<file path="src/rtl/uart_tx_pkg.sv">
// Shared constants for the UART transmit path: FSM state encoding and line levels.
// Latency: n/a (package only).
// Backpressure: n/a (package only).
//
// Imported by uart_tx_fsm. The PARITY state is always part of the encoding.
// It is only reachable when the block is built with UART_TX_PARITY_EN.
package uart_tx_pkg;

  typedef enum logic [2:0] {
    IDLE   = 3'd0,
    START  = 3'd1,
    DATA   = 3'd2,
    PARITY = 3'd3,
    STOP   = 3'd4
  } tx_state_e;

  // Frame-bit levels on the serial line.
  localparam logic START_BIT = 1'b0;
  localparam logic STOP_BIT  = 1'b1;
  localparam logic IDLE_LINE = 1'b1;

endpackage

</file>
<file path="src/rtl/uart_tx_fsm_parity_calc.sv">
// Parity flop: captures XOR of the offered byte (inverted for odd) when a frame is accepted.
// Latency: one clock from load to par_bit.
// Backpressure: none; load is a single-cycle strobe from the owning FSM.
//
// Ports:
//   CLK, RST (async active-low)  clock / reset; reset clears par_bit
//   P_DATA[DATA_WIDTH]           byte being accepted
//   PAR_TYP                      0 = even, 1 = odd
//   load                         capture strobe (frame acceptance)
//   par_bit                      registered parity bit, stable for the whole frame
module parity_calc #(
  parameter int DATA_WIDTH = 8
) (
  input  logic                  CLK,
  input  logic                  RST,
  input  logic [DATA_WIDTH-1:0] P_DATA,
  input  logic                  PAR_TYP,
  input  logic                  load,
  output logic                  par_bit
);

  // Held until the next acceptance. Later changes to P_DATA or PAR_TYP
  // cannot disturb a frame that is already on the line.
  always_ff @(posedge CLK or negedge RST) begin
    if (!RST) begin
      par_bit <= 1'b0;
    end else if (load) begin
      par_bit <= (^P_DATA) ^ PAR_TYP;
    end
  end

endmodule

</file>
<file path="src/rtl/uart_tx_fsm.sv">
// UART transmit sequencer: frames an external serializer's bits as start/data/[parity]/stop.
// Latency: start bit on the line one clock after acceptance; 11-cycle (10 without parity) frame.
// Backpressure: busy high for the whole frame; Data_Valid is ignored until busy drops.
//
// Ports:
//   CLK, RST (async active-low)   clock / reset; reset returns the line to idle at once
//   P_DATA[DATA_WIDTH]            byte on offer, used only to compute parity
//   Data_Valid                    byte offer, accepted in IDLE
//   PAR_TYP                       0 = even, 1 = odd (unused without parity)
//   ser_done                      serializer is presenting its last data bit
//   ser_data                      serializer LSB, driven onto the line in DATA
//   ser_en                        serializer shift enable (DATA state only)
//   busy                          frame in progress; also blocks serializer reload
//   TX_OUT                        serial line, idle high
//
// Build option: define UART_TX_PARITY_EN to include the parity bit (11-bit frame).
// Without it the frame is 10 bits and PAR_TYP is ignored.
module uart_tx_fsm
  import uart_tx_pkg::*;
#(
  parameter int DATA_WIDTH = 8
) (
  input  logic                  CLK,
  input  logic                  RST,
  input  logic [DATA_WIDTH-1:0] P_DATA,
  input  logic                  Data_Valid,
  input  logic                  PAR_TYP,
  input  logic                  ser_done,
  input  logic                  ser_data,
  output logic                  ser_en,
  output logic                  busy,
  output logic                  TX_OUT
);

  tx_state_e state_q, state_d;
  logic      accept;

  // Acceptance is the IDLE->START transition. It also loads the parity flop.
  assign accept = (state_q == IDLE) && Data_Valid;

`ifdef UART_TX_PARITY_EN
  logic par_bit;

  parity_calc #(
    .DATA_WIDTH (DATA_WIDTH)
  ) u_parity_calc (
    .CLK     (CLK),
    .RST     (RST),
    .P_DATA  (P_DATA),
    .PAR_TYP (PAR_TYP),
    .load    (accept),
    .par_bit (par_bit)
  );
`else
  // Without parity the byte itself never reaches this block's logic.
  logic unused_par_inputs;
  assign unused_par_inputs = ^{P_DATA, PAR_TYP};
`endif

  always_ff @(posedge CLK or negedge RST) begin
    if (!RST) begin
      state_q <= IDLE;
    end else begin
      state_q <= state_d;
    end
  end

  // Outputs decode only the state register, the parity flop and the
  // serializer's LSB flop. No input reaches TX_OUT combinationally,
  // so the line cannot glitch on input changes.
  always_comb begin
    state_d = state_q;
    TX_OUT  = IDLE_LINE;
    ser_en  = 1'b0;
    busy    = 1'b1;
    unique case (state_q)
      IDLE: begin
        busy = 1'b0;
        if (accept) begin
          state_d = START;
        end
      end
      START: begin
        TX_OUT  = START_BIT;
        state_d = DATA;
      end
      DATA: begin
        TX_OUT = ser_data;
        ser_en = 1'b1;
        // No timeout: a stalled serializer keeps the frame in DATA.
        if (ser_done) begin
`ifdef UART_TX_PARITY_EN
          state_d = PARITY;
`else
          state_d = STOP;
`endif
        end
      end
      PARITY: begin
`ifdef UART_TX_PARITY_EN
        TX_OUT  = par_bit;
`else
        TX_OUT  = STOP_BIT;
`endif
        state_d = STOP;
      end
      STOP: begin
        TX_OUT  = STOP_BIT;
        state_d = IDLE;
      end
      default: begin
        state_d = IDLE;
      end
    endcase
  end

endmodule

</file>
<file path="config.mk">
export PLATFORM = sky130hd
export DESIGN_NAME = uart_tx_fsm
export DESIGN_NICKNAME = d
export VERILOG_FILES = /design/src/rtl/uart_tx_pkg.sv /design/src/rtl/uart_tx_fsm_parity_calc.sv /design/src/rtl/uart_tx_fsm.sv
export SDC_FILE = /design/constraint.sdc
export NUM_CORES = 1
export LEC_CHECK = 0
export BUFFER_PORTS_ARGS = -buffer_cell sky130_fd_sc_hd__buf_2
export CAP_MARGIN = 20
export CELL_PAD_IN_SITES_DETAIL_PLACEMENT = 1
export CELL_PAD_IN_SITES_GLOBAL_PLACEMENT = 2
export CORE_AREA = 8 8 45 47
export DETAILED_ROUTE_END_ITERATION = 7
export DIE_AREA = 0 0 53 55
export PLACE_DENSITY = 0.6
export RECOVER_POWER = 50
export SYNTH_ARGS = -nofsm -noshare
export SYNTH_HDL_FRONTEND = slang
export SYNTH_SLANG_ARGS = --single-unit
</file>
<file path="constraint.sdc">
create_clock -name CLK -period 2.32 [get_ports CLK]
set_clock_uncertainty 0.1 [all_clocks]
set_input_delay 0.232 -clock CLK [delete_from_list [all_inputs] [get_ports CLK]]
set_output_delay 0.232 -clock CLK [all_outputs]
set_load 0.01 [all_outputs]
</file>
==> results of run 1 <==
==> through the flow <==
step                worst slack (ns)   power, W  utilization (%)  cells
finish                        0.7604  0.0003109            17.36     42
global route                  0.7160  0.0003398            17.36     42
CTS                           0.7499  0.0003207            17.45     42
detailed placement             1.011  0.0002209            14.83     37
global placement               1.029  0.0002142            14.83     37
floorplan                      1.174  0.0001723                -     14
==> critical path, cell delays in order (launching register included) <==
cell and delay [ns]:
dfrtp_1 0.43, or3_4 0.42, buf_2 0.15
==> cell families (layout without fill, tap and decap cells) <==
family,after synthesis,count (layout),share of synthesized area [%]
AND/OR/NAND/NOR,10,10,47.51
buffers and inverters,1,13,2.498
flip-flops,3,3,50.00
==> worst paths after layout <==
check,startpoint,to,depth (start not counted)
max reg2reg,state_q[0],state_q[1],2
min in group asynchronous,RST,state_q[0],2
max in group asynchronous,RST,state_q[1],2
min reg2reg,state_q[2],state_q[2],1
max,state_q[2],busy,2
min,Data_Valid,state_q[0],3
==> cell usage after synthesis <==
cell type and number:
dfrtp_1 3, nor3b_1 3, inv_1 1, nor2_2 1, or3_4 1, or2_2 1, nor4b_1 2, nor2_1 2
==> layout by cell type (no fill, tap or decap) <==
cell type	count
buf_2	6
clkbuf_1	2
clkbuf_4	3
dfrtp_1	3
dlygate4sd3_1	1
inv_1	1
nor2_1	2
nor2_2	1
nor3b_1	3
nor4b_1	2
or2_2	1
or3_4	1
==> metal layers <==
metal	vias up	share of wire (%)	global-route usage, %
li1	73	-	-
met1	62	49	3.349
met2	8	31	2.734
met3	0	20	4.011
met4	0	0	3.879
met5	-	0	0
==> power breakdown <==
group	switching [W]	internal [W]
clock	0.0000278	0.0000645
combinational	0.0000525	0.0000658
sequential	0.0000280	0.0000723
==> area by class of cell <==
cell class | instances | area (sq um)
clock buffers | 4 | 26.28
flip-flops and latches | 3 | 75.07
well taps | 16 | 20.02
inverters | 1 | 3.754
repair buffers | 8 | 43.79
multi-input cells | 10 | 71.32
fillers | 166 | 1144
==> metrics.md, run 1 <==
| Metric | Value |
|---|---|
| Status | complete, no violations |
| GRT Util Overall | 3.280% |
| Critical path launch point type | flip-flop |
| Post-CTS setup buffer count | 0 |
| Core area | 1384 sq um |
| Max-slew violations | 0 |
| CTS tree | built |
| Fin crit share | 67.23% |
| Area contributors post-synth | dfrtp_1 50%, nor3b_1 15%, nor4b_1 12% |
| Mean Syn Cell Area | 10.72 sq um |
| H-tree depth | 1 |
| CP Capture Type | output port |
| Cells after Synth | 14 |
| Biggest regs | state_q (3) |
| Synth unique cells | 8 |
| FP Rows | 14 |
| Worst slew pin tran | 0.2499 ns |
| Sequential fraction of the synthesis area | 50.00% |
| Clock Path Buffers | 2 |
| Area Overhead vs Synth | 60.00% |
| Hold WC Path Type | input port to flip-flop |
| Fin crit period | 1.560 ns |
| Reg2Reg Setup Slack | 1.21 ns |
| DRC Markers | 0 |
| Initial DRC count | 1 |
| Vias per cell | 3.405 |
| Slew margin rel. | 83.11% |
| Initial antenna violation count | 0 |
| Crit path max fanout | 6 |
| Pleak | 0.1102 nW |
| DR pass1 iterations | 3 |
| # diodes | 0 |
| PostCTS Resize Cnt | 0 |
| Worst-Skew Late Latency | 0.23 ns |
| Vias | 143 |
| Routability cong. | 0.6016 |
| Detail Placement HPWL | 304.4 microns |
| IO Count | 17 |
| CTS buffer count | 3 |
| Max Clock Freq | 641.2 MHz |
| Largest area contributor in the netlist | dfrtp_1 |
| Post-Synthesis Cell Area | 150.1 sq um |
| Largest net degree at the start of global routing | 7 |
| Dpl cell area | 205.2 sq um |
| Clock sink count | 3 |
| Design area | 240.2 sq um |
| DRT antenna net count | 0 |
| RSZ-0062 raised after global routing | false |
| Initial core utilization | 10.85% |
| Synth top area share | 50.00% |
| Yosys warns | 0 |
| Clk pin slew, worst setup/hold paths | 0.04 ns |
| Final setup fails | 0 |
| Vias in the first global route | 149 |
| Max_cap viols | 0 |
| Die height | 55 microns |
| GRT Residual Overflow | 0 |
| Die area | 2915 sq um |
| Global-route wire length before repair | 627 microns |
| Number of flip-flops in the largest register | 3 |
| Setup TNS | 0 ns |
| Hold_buf cts | 1 |
| Reg with most FFs | state_q |
| CP required | 1.99 ns |
| Critical path class | flip-flop to output port |
| Nets | 41 |
| WHS | 0.1156 ns |
| Routed WL | 408 microns |
| WL/cell | 9.714 microns |
| #FFs+latches synth | 3 |
| Buffers on Ports | 7 |
| Fin. Hold Viols | 0 |
| Power per cell area | 1294 nW/um^2 |
| Syn Nets | 28 |
| Worst ir drop on vdd | 326.1 uV |
| Fraction of layout cells with a size suffix above 1 | 46.15% |
| Die X | 53 microns |
| CP arrival | 1.23 ns |
| Root Driver | clkbuf_4 |
Note: power is estimated with default switching activity, not from simulation.
==> run 2, diff against run 1 <==
Settings changed: PLACE_DENSITY 0.6 to 0.62.
Clock period 2.32 ns to 1.3 ns, I/O delays scaled along.
==> run 2 against run 1 <==
  * The run now ends with setup timing left
  * Clock power is 83% higher
  * Via count rose by 22%
  * Register-to-register slack got worse by 1.1 ns
  * Sequential cell count is the same
  * Sequential share of layout area down 5.3 points
  * Largest cell class is now multi-input combinational cells
==> metrics.md, run 2 (same netlist as run 1, synthesis figures left out) <==
| Metric | Value |
|---|---|
| Largest net degree at the start of global routing | 7 (unchanged) |
| Max_cap viols | 0 (unchanged) |
| Met2 wire len | 209 microns (+66%) |
| Cell Count, Final, Fillers Out | 46 (+9.5%) |
| Vias per cell | 3.804 (+12%) |
| Critical path launch point type | flip-flop |
| Vias in the first global route | 188 (+26%) |
| GRT Util Overall | 4.650% (+1.4 points) |
| Dpl cell area | 205.2 sq um (unchanged) |
| CTS tree | built |
| H-tree depth | 1 (unchanged) |
| RSZ-0062 raised after global routing | true |
| Clock sink count | 3 (unchanged) |
| Routability cong. | 0.5169 (-14%) |
| Vias | 175 (+22%) |
| Max Clock Freq | 703.2 MHz |
| Number of flip-flops in the largest register | 3 (unchanged) |
| Worst slew pin tran | 0.2179 ns (-0.03195 ns) |
| Worst-Skew Late Latency | 0.24 ns (about the same) |
| Final worst slack | -0.1220 ns (-0.8824 ns) |
| Biggest regs | state_q (3) |
| Area of the multi-input gates | 87.58 sq um (+23%) |
| Initial DRC count | 0 (-1) |
| GRT Residual Overflow | 0 (unchanged) |
| Buffers on Ports | 7 (unchanged) |
| Pleak | 0.1380 nW (+25%) |
| Worst ir drop on vdd | 675.5 uV (+110%) |
| Clock Path Buffers | 2 (unchanged) |
| CP required | 1.07 ns (-0.92 ns) |
| Final setup fails | 3 (+3) |
| Delay-heaviest family, CP | flip-flops |
| Core area | 1384 sq um (unchanged) |
| Die height | 55 microns (unchanged) |
| Area Overhead vs Synth | 99.17% |
| WHS | 0.01147 ns (-0.1041 ns) |
| Area occupied by registers | 77.57 sq um (+3.3%) |
| Critical path class | flip-flop to output port |
| Status | finished, violations left |
| Nets | 45 (+9.8%) |
| Global-route wire length before repair | 821 microns (+31%) |
| DR pass1 iterations | 1 (-2) |
| Leading cell type in the layout, fill and taps excluded | buf_2 |
| Fin crit share | 109.4% |
| Crit path max fanout | 5 (-1) |
| Die area | 2915 sq um (unchanged) |
| DR WL met3 | 66 microns (-19%) |
| # diodes | 0 (unchanged) |
| CP arrival | 1.19 ns (-0.04 ns) |
| Slew margin rel. | 85.27% (+2.2 points) |
| Most frequent cells in the layout | 5 x buf_2, 3 x clkbuf_4, 3 x buf_4 |
| Met1 wire length | 194 microns (-3.0%) |
| DRC Markers | 0 (unchanged) |
| WP buf/inv | 1 (unchanged) |
| Reg with most FFs | state_q |
| Design area | 299.0 sq um (+24%) |
| IO Count | 17 (unchanged) |
| DRT antenna net count | 0 (unchanged) |
| Fin. Hold Viols | 0 (unchanged) |
| Max-slew violations | 0 (unchanged) |
| Violated checks | setup timing |
| Hold WC Path Type | input port to flip-flop |
| Fin crit period | 1.422 ns |
| Clk pin slew, worst setup/hold paths | 0.04 ns (about the same) |
| Routed WL | 508 microns (+25%) |
| Initial core utilization | 10.85% (unchanged) |
| Crit-path slowest cell | dfrtp_2 |
| Fraction of layout cells with a size suffix above 1 | 70.00% (+24 points) |
| CP Cell Sequence | or3_4 > buf_6 |
| CP Capture Type | output port |
| Fillers | 168 (+1.2%) |
| CTS buffer count | 3 (unchanged) |
| FP Rows | 14 (unchanged) |
| Placed cell count | 37 (unchanged) |
| Power per cell area | 2367 nW/um^2 (+83%) |
| Root Driver | clkbuf_4 |
| WL/cell | 11.04 microns (+14%) |
| Die X | 53 microns (unchanged) |
| Initial antenna violation count | 0 (unchanged) |
| Top layer in use | met4 |
| Max incr delay on CP | 0.43 ns (about the same) |
## run 2: cell types whose count changed in the layout (fill, tap and decap cells not counted), moves of 2 or more
cell	change
buf_6	+2
buf_4	+3
dfrtp_1	-2
nor3b_1	-2
nor3b_2	+2
dfrtp_2	+2
## run 2: worst register-to-register path, delay by kind of cell, from the launching register on
| kind | cells | cell delay [ns] |
|---|---|---|
| simple gates | 2 | 0.46 |
| buf+inv | 1 | 0.14 |
| flops | 1 | 0.43 |
## run 2: final cells by class
class                      instances  area share, %
multi-input combinational         10          29.29
clock buffer                       4          8.787
inverter                           1          1.255
sequential                         3          25.94
tap                               16          6.695
timing repair buffer              12          28.03
## run 2: repair_timing
item	in CTS	in global routing
hold endpoints to repair	3	0
resized for setup	6	1
pin swaps	3	1
hold buffers	1	0
buffers inserted	3	1
endpoints found under the setup margin	2	3
## run 2: final timing paths
| path | from | cells after the start | end | slack (ns) |
|---|---|---|---|---|
| setup / recovery | state_q[0] | 2 | busy | -0.12 |
| hold / removal | Data_Valid | 3 | state_q[0] | 0.01 |
| setup reg to reg | state_q[0] | 3 | state_q[0] | 0.11 |
| hold reg to reg | state_q[2] | 2 | state_q[2] | 0.50 |
| max in group asynchronous | RST | 2 | state_q[0] | 0.80 |
| min in group asynchronous | RST | 2 | state_q[1] | 0.13 |
## run 2: report_power, final
group	internal [W]	switching [W]
clock	0.000115	0.0000535
sequential	0.000134	0.0000543
combinational	0.000227	0.000124
## run 2: stage by stage
stage | setup slack [ns] | total power [W] | TNS (ns) | util (%)
floorplan | 0.2378 | 0.0003074 | 0 | -
CTS | -0.1251 | 0.0006914 | -0.2148 | 20.80
global route | -0.1453 | 0.0007591 | -0.3523 | 21.61
detailed placement | 0.08292 | 0.0003934 | 0 | 14.83
global placement | 0.09434 | 0.0003894 | 0 | 14.83
finish | -0.1220 | 0.0007077 | -0.2063 | 21.61
## run 2: layer usage
| metal | vias to the layer above | GRT usage, % |
|---|---|---|
| met3 | 4 | 3.476 |
| li1 | 81 | - |
| met4 | 0 | 7.759 |
| met2 | 10 | 5.469 |
| met5 | - | 0 |
| met1 | 80 | 3.963 |
==> run 3, diff against run 2 <==
Settings changed: SETUP_SLACK_MARGIN set to 0.15.
==> run 3 against run 2 <==
  * Combinational power grew 5%
  * Cell count grew 2.2%
  * Sequential cell count is the same
  * Worst hold slack gained 0.0064 ns
  * Sequential power is essentially flat
  * Sequential share of layout area shrank 0.64 points
  * Highest routed layer unchanged
  * Register-to-register slack lost 0.07 ns
  * First-iteration DRC count grew 1
  * The run still ends with setup timing left
  * Core utilization grew 0.54 points
  * Critical endpoint unchanged
  * Via count shrank 1.1%
==> metrics.md, run 3 (same netlist as run 1, synthesis figures left out) <==
| Metric | Value |
|---|---|
| Status | finished, violations left |
| Violated checks | setup timing |
| Fin crit period | 1.417 ns (-0.005101 ns) |
| Reg with most FFs | state_q |
| Vias | 173 (-1.1%) |
| RSZ-0062 raised after global routing | true |
| Worst ir drop on vdd | 595.9 uV (-12%) |
| CTS buffer count | 3 (unchanged) |
| Pleak | 0.1433 nW (+3.8%) |
| Worst-Skew Late Latency | 0.23 ns (about the same) |
| CP Capture Type | output port |
| Root Driver | clkbuf_4 |
| Leading cell type in the layout, fill and taps excluded | buf_2 |
| Core area | 1384 sq um (unchanged) |
| Buffers on Ports | 7 (unchanged) |
| Area Overhead vs Synth | 104.2% |
| Crit-path slowest cell | dfrtp_2 |
| Dpl cell area | 205.2 sq um (unchanged) |
| Initial core utilization | 10.85% (unchanged) |
| Max_cap viols | 0 (unchanged) |
| DR pass1 iterations | 2 (+1) |
| Fin crit share | 109.0% (-0.39 points) |
| Number of flip-flops in the largest register | 3 (unchanged) |
| Critical path class | flip-flop to output port |
| Vias in the first global route | 200 (+6.4%) |
| Worst slew pin tran | 0.2185 ns (+0.0005552 ns) |
| WL/cell | 11.00 microns (-0.39%) |
| CP Cell Sequence | or3_4 > buf_6 |
| Max-slew violations | 0 (unchanged) |
| CTS tree | built |
| DRC Markers | 0 (unchanged) |
| Die X | 53 microns (unchanged) |
| Cell Count, Final, Fillers Out | 47 (+2.2%) |
| Clk pin slew, worst setup/hold paths | 0.04 ns (about the same) |
| Power per cell area | 2361 nW/um^2 (-0.25%) |
| Pre-CTS WS | 0.08292 ns (unchanged) |
| Nets | 46 (+2.2%) |
| Largest net degree at the start of global routing | 7 (unchanged) |
| Design area | 306.5 sq um (+2.5%) |
| Routed WL | 517 microns (+1.8%) |
| Most frequent cells in the layout | 5 x buf_2, 4 x buf_4, 3 x clkbuf_4 |
| # diodes | 0 (unchanged) |
| Biggest regs | state_q (3) |
| Utilization of the core after routing | 22.15% (+0.54 points) |
| Die area | 2915 sq um (unchanged) |
| Final setup fails | 3 (unchanged) |
| Final worst slack | -0.1169 ns (+0.005101 ns) |
| Fillers | 168 (unchanged) |
| DRT antenna net count | 0 (unchanged) |
| CP arrival | 1.19 ns (about the same) |
| Max incr delay on CP | 0.43 ns (about the same) |
| Vias per cell | 3.681 (-3.2%) |
| Routability cong. | 0.5169 (unchanged) |
| Placed cell count | 37 (unchanged) |
| Crit path max fanout | 5 (unchanged) |
| Clock sink count | 3 (unchanged) |
| H-tree depth | 1 (unchanged) |
| CP required | 1.07 ns (about the same) |
| WP buf/inv | 1 (unchanged) |
| Initial DRC count | 1 (+1) |
| Die height | 55 microns (unchanged) |
| Max Clock Freq | 705.8 MHz (+0.36%) |
| Delay-heaviest family, CP | flip-flops |
| Slew margin rel. | 85.23% (about the same) |
| FP Rows | 14 (unchanged) |
| Fin. Hold Viols | 0 (unchanged) |
| IO Count | 17 (unchanged) |
| Initial antenna violation count | 0 (unchanged) |
| Hold WC Path Type | input port to flip-flop |
| Clock Path Buffers | 2 (unchanged) |
| GRT Residual Overflow | 0 (unchanged) |
| Fraction of layout cells with a size suffix above 1 | 70.97% (+0.97 points) |
| GRT Util Overall | 4.595% (-0.055 points) |
| Critical path launch point type | flip-flop |
| Global-route wire length before repair | 834 microns (+1.6%) |
==> run 3: cell count changes in the layout (fill, tap and decap cells not counted) <==
cell	delta
buf_4	+1
==> run 3: per-layer routing <==
metal / GRT usage (%) / part of all wire (%)
met1: 3.963 / 41
met2: 5.859 / 46
met3: 3.476 / 10
met4: 6.466 / 1.9
met5: 0 / 0
==> run 3: area by class of cell <==
| class | instances | area [sq um] | share of cell area, % |
|---|---|---|---|
| multi-input cells | 10 | 87.58 | 28.57 |
| repair buffers | 13 | 91.34 | 29.80 |
| well taps | 16 | 20.02 | 6.531 |
| inverters | 1 | 3.754 | 1.224 |
| clock buffers | 4 | 26.28 | 8.571 |
| flip-flops and latches | 3 | 77.57 | 25.31 |
==> run 3: repair_timing <==
action | CTS | global route
endpoints found under the hold margin | 3 | 0
setup endpoints to repair | 3 | 5
hold buffers | 1 | 0
setup buffers | 4 | 1
pin swaps | 3 | 1
gates resized for setup | 6 | 1
==> run 3: path summary, 6_finish.rpt <==
| kind | start | to | slack [ns] | cells after the start |
|---|---|---|---|---|
| worst max-delay path | state_q[0] | busy | -0.12 | 2 |
| worst min-delay path | Data_Valid | state_q[0] | 0.02 | 3 |
| worst max register to register | state_q[2] | state_q[1] | 0.04 | 4 |
| worst min register to register | state_q[1] | state_q[2] | 0.52 | 1 |
| max in group asynchronous | RST | state_q[0] | 0.78 | 2 |
| min in group asynchronous | RST | state_q[1] | 0.14 | 2 |
==> run 3: where the power goes <==
group | switching (W) | internal, W
registers | 0.0000559 | 0.000134
logic | 0.000128 | 0.000240
clock network | 0.0000504 | 0.000115
total | 0.000235 | 0.000489
==> run 3: tightest hold or removal path, stage by stage <==
cell    delay, ns
buf_2        0.10
inv_1        0.05
nor2_2       0.04
==> run 3: stage by stage <==
step	hold WS [ns]	power, W	setup TNS, ns
floorplan	-0.2656	0.0003074	0
global placement	-0.1718	0.0003894	0
detailed placement	-0.1697	0.0003934	0
CTS	0.01291	0.0007069	-0.2095
global route	0.01874	0.0007776	-0.3871
finish	0.01784	0.0007236	-0.1912
